## src/rtl/div_pkg.sv

```systemverilog
// Shared definitions for the multi-cycle divider: bus widths, handshake
// encodings, FSM state encoding and the conditional absolute-value helper.
package div_pkg;

  localparam int RegBus       = 32;
  localparam int DoubleRegBus = 64;

  // Request / status encodings exchanged with the execute stage
  localparam logic DivStart          = 1'b1;
  localparam logic DivStop           = 1'b0;
  localparam logic DivResultReady    = 1'b1;
  localparam logic DivResultNotReady = 1'b0;

  // Iteration count of the restoring loop (one quotient bit per cycle)
  localparam logic [5:0] DivIterations = 6'd32;

  typedef enum logic [1:0] {
    DIV_FREE    = 2'b00,
    DIV_BY_ZERO = 2'b01,
    DIV_ON      = 2'b10,
    DIV_END     = 2'b11
  } div_state_e;

  // Two's-complement magnitude, taken only for a signed operation with a
  // negative operand; unsigned operands pass through untouched.
  function automatic logic [RegBus-1:0] abs_if_signed(input logic [RegBus-1:0] v,
                                                      input logic              is_signed);
    logic [RegBus-1:0] r;
    r = v;
    if (is_signed && v[RegBus-1]) begin
      r = ~v + 32'd1;
    end
    return r;
  endfunction

endpackage

```

## src/rtl/div.sv

```systemverilog
// Multi-cycle restoring divider for the execute stage (DIV / DIVU).
// result_o = {remainder, quotient}; ready_o is high while the result is held.
//
// Handshake: the execute stage raises start_i (DivStart) with stable operands
// and keeps it high until it sees ready_o = DivResultReady; it then drops
// start_i (DivStop), which returns the block to idle and clears the outputs.
// A start_i pulse while a division is running is ignored. annul_i abandons a
// running division only; it does nothing while idle, in DIV_BY_ZERO or DIV_END.
module div
  import div_pkg::*;
(
  input  logic                    clk,
  input  logic                    rst,
  input  logic                    signed_div_i,
  input  logic [RegBus-1:0]       opdata1_i,
  input  logic [RegBus-1:0]       opdata2_i,
  input  logic                    start_i,
  input  logic                    annul_i,
  output logic [DoubleRegBus-1:0] result_o,
  output logic                    ready_o,
  output logic [1:0]              dbg_state_o
);

  div_state_e              state_q, state_d;
  logic [5:0]              cnt_q, cnt_d;
  logic [DoubleRegBus:0]   dividend_q, dividend_d;
  logic [RegBus-1:0]       divisor_q, divisor_d;
  logic [DoubleRegBus-1:0] result_q, result_d;
  logic                    ready_q, ready_d;

  // Trial subtraction of the divisor from the current partial remainder;
  // bit 32 set means the subtraction borrowed (partial remainder too small).
  logic [RegBus:0]         trial;

  // Combinational trial subtractor feeding the iteration step
  always_comb begin
    trial = {1'b0, dividend_q[63:32]} - {1'b0, divisor_q};
  end

  // Next-state and datapath update for the divider FSM
  always_comb begin
    state_d    = state_q;
    cnt_d      = cnt_q;
    dividend_d = dividend_q;
    divisor_d  = divisor_q;
    result_d   = result_q;
    ready_d    = ready_q;

    case (state_q)
      DIV_FREE: begin
        ready_d  = DivResultNotReady;
        result_d = '0;
        if (start_i == DivStart && !annul_i) begin
          if (opdata2_i == '0) begin
            state_d = DIV_BY_ZERO;
          end else begin
            state_d    = DIV_ON;
            cnt_d      = '0;
            dividend_d = {32'b0, abs_if_signed(opdata1_i, signed_div_i), 1'b0};
            divisor_d  = abs_if_signed(opdata2_i, signed_div_i);
          end
        end
      end

      DIV_BY_ZERO: begin
        // Zero divisor yields an all-zero result, no exception
        dividend_d = '0;
        state_d    = DIV_END;
      end

      DIV_ON: begin
        if (annul_i) begin
          state_d = DIV_FREE;
          cnt_d   = '0;
        end else if (cnt_q != DivIterations) begin
          if (trial[RegBus]) begin
            dividend_d = {dividend_q[63:0], 1'b0};
          end else begin
            dividend_d = {trial[31:0], dividend_q[31:0], 1'b1};
          end
          cnt_d = cnt_q + 6'd1;
        end else begin
          // Sign correction reads the (held-stable) operands live
          if (signed_div_i && (opdata1_i[31] ^ opdata2_i[31])) begin
            dividend_d[31:0] = ~dividend_q[31:0] + 32'd1;
          end
          if (signed_div_i && (opdata1_i[31] ^ dividend_q[64])) begin
            dividend_d[64:33] = ~dividend_q[64:33] + 32'd1;
          end
          state_d = DIV_END;
          cnt_d   = '0;
        end
      end

      DIV_END: begin
        result_d = {dividend_q[64:33], dividend_q[31:0]};
        ready_d  = DivResultReady;
        if (start_i == DivStop) begin
          state_d  = DIV_FREE;
          ready_d  = DivResultNotReady;
          result_d = '0;
        end
      end

      default: begin
        state_d = DIV_FREE;
      end
    endcase
  end

  // State and datapath registers; reset discards any division in flight
  always_ff @(posedge clk or negedge rst) begin
    if (!rst) begin
      state_q    <= DIV_FREE;
      cnt_q      <= '0;
      dividend_q <= '0;
      divisor_q  <= '0;
      result_q   <= '0;
      ready_q    <= DivResultNotReady;
    end else begin
      state_q    <= state_d;
      cnt_q      <= cnt_d;
      dividend_q <= dividend_d;
      divisor_q  <= divisor_d;
      result_q   <= result_d;
      ready_q    <= ready_d;
    end
  end

  assign result_o    = result_q;
  assign ready_o     = ready_q;
  assign dbg_state_o = state_q;

endmodule
```

## config.mk

```make
export PLATFORM = sky130hd
export DESIGN_NAME = div
export DESIGN_NICKNAME = d
export VERILOG_FILES = /design/src/rtl/div_pkg.sv /design/src/rtl/div.sv
export SDC_FILE = /design/constraint.sdc
export NUM_CORES = 1
export LEC_CHECK = 0
export ABC_AREA = 0
export CORE_UTILIZATION = 49
export CTS_CLUSTER_DIAMETER = 60
export DETAILED_ROUTE_END_ITERATION = 10
export GPL_ROUTABILITY_DRIVEN = 0
export GPL_TIMING_DRIVEN = 0
export PLACE_DENSITY = 0.71
export SLEW_MARGIN = 20
export SYNTH_ARGS = -nofsm -noshare
export SYNTH_HDL_FRONTEND = slang
export SYNTH_SLANG_ARGS = --single-unit
```

## constraint.sdc

```tcl
create_clock -name clk -period 3.8 [get_ports clk]
set_clock_uncertainty 0.2 [all_clocks]
set_input_delay 0.76 -clock clk [delete_from_list [all_inputs] [get_ports clk]]
set_output_delay 0.76 -clock clk [all_outputs]
set_load 0.01 [all_outputs]
```

Yosys cells after proc, flatten, opt, wreduce, memory -nomap -nowiden --
Cells that the tools add are included.
Word-level totals: output and inout bits 67, word-level logic and storage cells 77, bits in registers 170, input port bits 69
Cells by class: reductions and logical operators 17, add/subtract/negate cells 6, muxes and demuxes 27, bitwise operators 7, equality and inequality tests 12
Operators by type and width (number):
- two-way mux 65 bit | 4
- one-hot mux 65 bit (3 select lines) | 1
- two-way mux 32 bit | 6
- adder 32 x 1 -> 32 bit (second input constant) | 4
- NOT 32 bit | 4
- one-hot mux 64 bit (2 select lines) | 1
- two-way mux 64 bit | 1
- subtractor 32 x 32 -> 33 bit | 1
- zero test 32 bit | 1
- two-way mux 6 bit | 4
- AND reduction 5 bit | 3
- one-hot mux 6 bit (2 select lines) | 1
- two-way mux 2 bit | 5
- inequality test 2 bit (second input constant) | 5
- inequality test 3 bit (second input constant) | 3
- AND reduction 3 bit | 3
- one-hot mux 2 bit (4 select lines) | 1
- adder 6 x 1 -> 6 bit (second input constant) | 1
- inequality test 6 bit (second input constant) | 1
- logical AND 1 bit | 5
- == test 2 bit (second input constant) | 2
- nonzero test 2 bit | 2
- nonzero test 3 bit | 1
- == test 2 x 1 -> 1 bit (second input constant) | 1
- 6 further kinds | 8

Longest topological paths before layout --
Gate-level depths: netlist of run 1.
depth after elaboration 6, depth in mapped cells 14, depth with buffers taken out 12

Least setup slack after synthesis of run 1 --
OpenSTA, ideal clock, no wires.
kind input port to flip-flop, start point input port opdata2_i[0], end point register divisor_q[30], library setup time 83 ps, arrival 3131 ps, data required time 3517 ps, cell stages on the path 11, setup slack 387 ps, path buffers 0, path through inv_1 > ha_1 > or3b_2 > nor3_1 > nand3b_1 > or3_1 > or3_1 > nor4b_2 > a21oi_1 > xnor2_1 > o21ai_0
Between the ends: longest elaborated chain between the ends 3, elaborated cells between the ends (all ways) 6, classes of those cells 1 x add/sub; 1 x mux; 2 x bitwise; 2 x reduce/logical
RTL lines:
- from (decl) | RTL line div.sv:16 | input logic [RegBus-1:0] opdata2_i,
- NOT 32 bit / zero test 32 bit (equally long branches) | RTL line div_pkg.sv:31, div.sv:54
- adder 32 x 1 -> 32 bit / NOT 1 bit (equally long branches)
- two-way mux 32 bit / AND reduction 3 bit (equally long branches)
- to (signal assigned) | RTL line div.sv:124 | divisor_q <= divisor_d;
- to (decl) | RTL line div.sv:27 | logic [RegBus-1:0] divisor_q, divisor_d;
Several ways; a longest one is shown, not always the timed one. A chain may end at the register's enable or synchronous reset.

Worst setup path after layout of run 1 --
start point input port opdata2_i[0], end point register dividend_q[30]
Between the ends: longest elaborated chain between the ends 3
RTL lines:
- zero test 32 bit | RTL line div.sv:54 | if (opdata2_i == '0) begin
- inequality test 2 bit (no line)
- AND reduction 5 bit (no line)
- to (signal assigned) | RTL line div.sv:123 | dividend_q <= dividend_d;
- to (decl) | RTL line div.sv:26 | logic [DoubleRegBus:0] dividend_q, dividend_d;
No other way between the ends.

==> impl_metrics.yaml, run 1 <==
synthesis:
  synth_common_cells: "170 x dfrtp_1, 137 x nand2_1, 131 x o21ai_0, 130 x a21oi_1, 116 x nor2_1"
  yosys.area.top_type: "dfrtp_1"
  synth_cells: 1422
  synth_edf_count: 0
  ys_ff_latch: 170
  synth_cell_types: 78
  synthFlopType: "dfrtp_1"
  synth_area_mm2: 0.0119
  synth_top_area_share_pct: 35.7
  syn_nets: 1535
  avgSynthCellArea_um2: 8.38
  async_flop_share_pct: 100
  yosys_warnings: 0
  ys_seq_area_share_pct: 35.7
  synth.most_common_cell: "dfrtp_1"
  synthTopCellsByArea: "dfrtp_1 36%, o21ai_0 5.5%, a21oi_1 5.5%"
drt:
  drt_iter0_markers: 1011
  drc: 0
  wl_per_cell_um: 20.2
  first_pass_iters: 5
  vias: 11980
  via_per_inst: 6.25
  wl_um: 38600
  detail-route-antenna-nets: 0
worst_setup_path:
  endpoint_kind: "flip-flop"
  cpMaxStageDelayCell: "or3b_2"
  crit_chain: "clkdlybuf4s50_1 > inv_1 > ha_1 > or3b_2 > nor3_4 > nand4_1 > buf_4 > o21ai_4 > a31oi_2 > clkbuf_1 > clkbuf_2 > a21oi_1"
  worstPathRequired_ns: 3.97
  max_stage_delay_ns: 0.52
  critical_path_class: "input pin to flip-flop"
  cp_data_arrival_time_ns: 3.86
  start_kind: "input pin"
  cp_max_fo: 10
  cp_num_buf_inv: 5
  cp_top_family: "buffers and inverters"
power_and_ir_drop:
  power_density_mw_per_mm2: 621
  total_power_uw: 8990
  power_leakage_uw: 0.00613
  combPwrFrac_pct: 51.1
  switching_share_pct: 46.7
  peakVddDrop_mv: 0.297
  power.switching_uw: 4200
  sequentialPowerShare_pct: 29.9
  intPower_uw: 4790
  pwr-share-clk_pct: 19.0
finish:
  fin_nets: 1697
  fill_cells: 2139
  drive_gt1_share_pct: 6.83
  synthToLayoutAreaGrowth_pct: 21.5
  fin_area_mm2: 0.0145
  antenna_cells: 0
grt:
  grt_max_degree: 98
  grt_pass1_wl_um: 61800
  grt_use_met3_pct: 4.76
  grt_pass1_vias: 11548
  grt-ovfl-total: 0
  global_route.usage.met1_pct: 40.5
  track_usage_pct: 32.0
  grt_antenna_before_repair: 0
  use_met2_pct: 54.0
  grt.busiest_layer: "met2"
sta:
  rsz0062_at_grt: "true"
  worst_slew_pin_slew_ns: 0.842
  max_freq_mhz: 271
  hold_violations: 0
  final.setup.worst_slack_ns: 0.111
  post-route-period-util_pct: 97.1
  holdWs_ns: 0.0564
  setup_viol: 0
  relSlewSlack_pct: 43.7
  min_period_ns: 3.69
  slew_violations: 0
clock_tree:
  cts_buffers: 17
  hold_buffers: 0
  root_buffer: "clkbuf_16"
  insertion_delay_ns: 0.44
  cts_tree: "yes"
  clk_pin_slew_worst_paths_ns: 0.07
  htreeDepth: 4
  cts_buffer_depth: 2
  cts_sinks: 170
floorplanning:
  dieArea_mm2: 0.0250
  initial_core_util_pct: 50.3
  ios: 136
  die_w_um: 158
  rows: 56
  die_y_um: 158
  coreArea_mm2: 0.0237
run_status:
  outcome: "complete, no violations"
placement:
  hpwl_um: 28600
  dp_slack_ns: -1.32
  port_buffers: 135
  dpl_cell_area_mm2: 0.0137
min_path:
  hold_path_class: "input pin to asynchronous set/reset pin"
flow_run:
  maxCapViolCount: 0
per-layer routing:
metal / vias up / routed length (um) / share of wire, %
li1: 5559 / - / -
met3: 116 / 3070 / 7.9
met1: 5706 / 15600 / 40
met2: 599 / 18500 / 48
met5: - / 0 / 0
met4: 0 / 1460 / 3.8
cells in the final DEF (no fill, tap or decap), drive strengths merged, types with 47 or more instances in the layout:
cell type and count:
clkdlybuf4s50 134, nand2 138, clkbuf 89, a21oi 130
nor2 117, dfrtp 170, o21ai 133, inv 62
xnor2 47, a22o 73
stage by stage:
stage               util [%]  std cells  TNS, ns
floorplan                  -       1422        0
finish                  61.1       1916        0
global placement        57.7       1876  -963.90
CTS                     60.6       1911        0
detailed placement      57.9       1877   -95.38
global route            61.1       1916  -0.0261
kinds of logic (layout without fill, tap and decap cells):
group	count (synthesis)	in the layout	share of synthesized area [%]
adders and majority gates	44	44	4.68
muxes	15	15	1.29
buffers and inverters	146	321	4.78
AOI/OAI and AO/OA	504	504	27.9
xor gates and xnor gates	90	90	6.61
DFF	170	170	35.7
and+or+nand+nor	453	453	19.0
final cells by class:
class,count,area (um2),share of cell area (%)
timing repair buffer,144,1440,9.97
inverter,55,206,1.43
multi-input combinational,1106,7230,49.9
tap,319,399,2.76
clock inverter,14,129,0.890
buffer,90,377,2.60
sequential,170,4260,29.4
clock buffer,18,439,3.03
worst register-to-register path, delay by kind of cell, from the launching register on:
family | cells | cell delay [ns]
buf+inv | 1 | 0.09
simple gates | 2 | 0.45
mux | 1 | 0.37
fa+ha+maj | 2 | 0.61
compound gates | 6 | 1.44
flops | 1 | 0.41
timing repair:
item                                    4_1_cts  5_1_grt
setup buffers                                 3        5
gates cloned                                  0        0
resized for setup                            18       26
endpoints found under the setup margin      102       78
hold endpoints to repair                      0        0
pin swaps                                     1        5
power groups by stage:
stage / sequential, uW / clock [uW] / combinational, uW
floorplan: 2610 / 0 / 3010
global placement: 2690 / 0 / 4260
detailed placement: 2700 / 0 / 4380
CTS: 2670 / 1720 / 4450
global route: 2750 / 1800 / 5000
finish: 2690 / 1710 / 4590
path summary, 6_finish.rpt:
check                                from  slack, ns  cells after the start        endpoint
min                                   rst       0.06                      1    result_o[11]
min reg2reg                 divisor_q[20]       0.28                      2   divisor_q[20]
max reg2reg                dividend_q[32]       0.11                     12  dividend_q[39]
max                          opdata2_i[0]       0.11                     12  dividend_q[30]
min in group clk            divisor_q[20]       0.28                      2   divisor_q[20]
max in group asynchronous             rst       2.43                      2  dividend_q[33]
state kept, by name (all words and copies together) (netlist names):
signal,count
cnt_q,6
dbg_state_o,2
dividend_q,65
divisor_q,32
ready_o,1
result_o,64
(Power assumes the default switching activity.)
==> inputs of run 2 (changes only) <==
Settings changed: CORE_ASPECT_RATIO set to 1.1.
==> run 2 against run 1 <==
  * Fmax decreased by 0.72%
  * Global-route usage decreased by 0.85 points
  * Sequential cell count unchanged
  * Largest cell class unchanged
==> impl_metrics.yaml, run 2 (synthesis gave the netlist of run 1 again) <==
grt:
  grt_pass1_vias: 11247
  grt_pass1_wl_um: 59600
  track_usage_pct: 31.1
  grt_antenna_before_repair: 0
  grt_max_degree: 99
  grt-ovfl-total: 0
drt:
  drc: 0
  drt-met1-wl_um: 15200
  wl_um: 38000
  drt_iter0_markers: 777
  top_layer: "met4"
  wl_per_cell_um: 20.0
  first_pass_iters: 7
  met3_length_um: 2730
  via_per_inst: 6.23
  vias: 11847
  detail-route-antenna-nets: 0
  dr_wl_met2_um: 18600
sta:
  min_period_ns: 3.72
  final.setup.tns_ns: 0
  slew_violations: 0
  hold_violations: 0
  post-route-period-util_pct: 97.8
  relSlewSlack_pct: 35.3
  max_freq_mhz: 269
  worst_slew_pin_slew_ns: 0.968
  setup_viol: 0
power_and_ir_drop:
  peakVddDrop_mv: 0.320
  total_power_uw: 9060
  power_density_mw_per_mm2: 626
  power_leakage_uw: 0.00613
clock_tree:
  cts_tree: "yes"
  htreeDepth: 4
  root_buffer: "clkbuf_16"
  cts_sinks: 170
  clk_pin_slew_worst_paths_ns: 0.08
  insertion_delay_ns: 0.45
  cts_buffers: 17
  cts_buffer_depth: 2
floorplanning:
  die_w_um: 151
  ios: 136
  coreArea_mm2: 0.0238
  die_y_um: 166
  rows: 59
  dieArea_mm2: 0.0250
  initial_core_util_pct: 50.2
finish:
  synthToLayoutAreaGrowth_pct: 21.5
  finalNonFillerCells: 1901
  largest_reg_flops: 65
  antenna_cells: 0
  fin_nets: 1696
  final_common_cell: "dfrtp_1"
  regMostFlops: "dividend_q"
  drive_gt1_share_pct: 6.45
  layout_common_cells: "170 x dfrtp_1, 136 x nand2_1, 134 x clkdlybuf4s50_1"
  utilization_pct: 60.9
  fin_area_mm2: 0.0145
worst_setup_path:
  critical_path_class: "flip-flop to flip-flop"
  endpoint_kind: "flip-flop"
  r2r_cells: 11
  r2r_setup_slack_ns: 0.08
  r2r_start: "dividend_q[49]"
  start_kind: "flip-flop"
  r2r_end: "dividend_q[62]"
  cpMaxStageDelayCell: "dfrtp_1"
  cp_data_arrival_time_ns: 3.83
  cp_max_fo: 9
  worstPathRequired_ns: 3.92
  max_stage_delay_ns: 0.52
  crit_chain: "ha_1 > clkbuf_1 > nand4_1 > or3_1 > a211oi_1 > o21ai_0 > nand3b_1 > a21oi_1 > xnor2_1 > a311oi_1 > o21ai_1"
min_path:
  hold_path_class: "input pin to asynchronous set/reset pin"
placement:
  placed_cells: 1863
  dpl_cell_area_mm2: 0.0137
  port_buffers: 135
  hpwl_um: 28400
run_status:
  outcome: "complete, no violations"
flow_run:
  maxCapViolCount: 0
==> run 2: worst max-delay path, delay by kind of cell (launching register included) <==
| kind | cells | cell delay, ns |
|---|---|---|
| buf+inv | 1 | 0.31 |
| simple gates | 3 | 0.86 |
| xor+xnor | 1 | 0.17 |
| compound gates | 5 | 1.19 |
| flops | 1 | 0.52 |
| fa+ha+maj | 1 | 0.35 |
==> run 2: power breakdown <==
group	internal (uW)	total, uW	switching, uW	leakage, uW
sequential	2260	2670	415	0.00223
clock	998	1830	830	0.000287
combinational	1660	4560	2900	0.00361
total	4910	9060	4150	0.00613
==> run 2: what timing repair did <==
action / in CTS / in global routing
setup endpoints to repair: 102 / 83
hold buffers: 0 / 0
gates resized for setup: 15 / 23
pin swaps: 1 / 5
buffers inserted: 2 / 5
==> run 2: layer usage <==
metal / GRT usage [%] / up-vias
met5: 0 / -
met4: 14.5 / 0
met3: 5.11 / 115
met2: 53.2 / 507
met1: 38.2 / 5660
li1: - / 5565
==> run 2: worst max-delay path by stage <==
stage                    from              to  slack (ns)  cells past startpoint
2_1_floorplan    opdata2_i[0]   divisor_q[30]        0.39                     11
3_3_place_gp              rst   divisor_q[25]       -5.17                      1
3_5_place_dp     opdata2_i[0]  dividend_q[28]       -1.37                     11
4_1_cts          opdata2_i[0]  dividend_q[28]       0.008                     12
5_1_grt        dividend_q[33]  dividend_q[63]      -0.009                     11
6_report       dividend_q[49]  dividend_q[62]        0.08                     11
==> run 2: area by class of cell <==
cell class	count	area (um2)
well taps	305	382
clock buffers	18	429
multi-input cells	1106	7230
inverters	55	206
clock inverters	14	174
flip-flops and latches	170	4250
repair buffers	143	1440
plain buffers	90	377
fillers	2140	9280
==> run 2: stage by stage <==
| step | worst slack [ns] | hold WS, ns |
|---|---|---|
| 2_1_floorplan | 0.387 | 0.246 |
| 3_3_place_gp | -5.17 | 0.264 |
| 3_5_place_dp | -1.37 | 0.269 |
| 4_1_cts | 0.00774 | 0.0762 |
| 5_1_grt | -0.00920 | 0.0965 |
| 6_report | 0.0842 | 0.0497 |
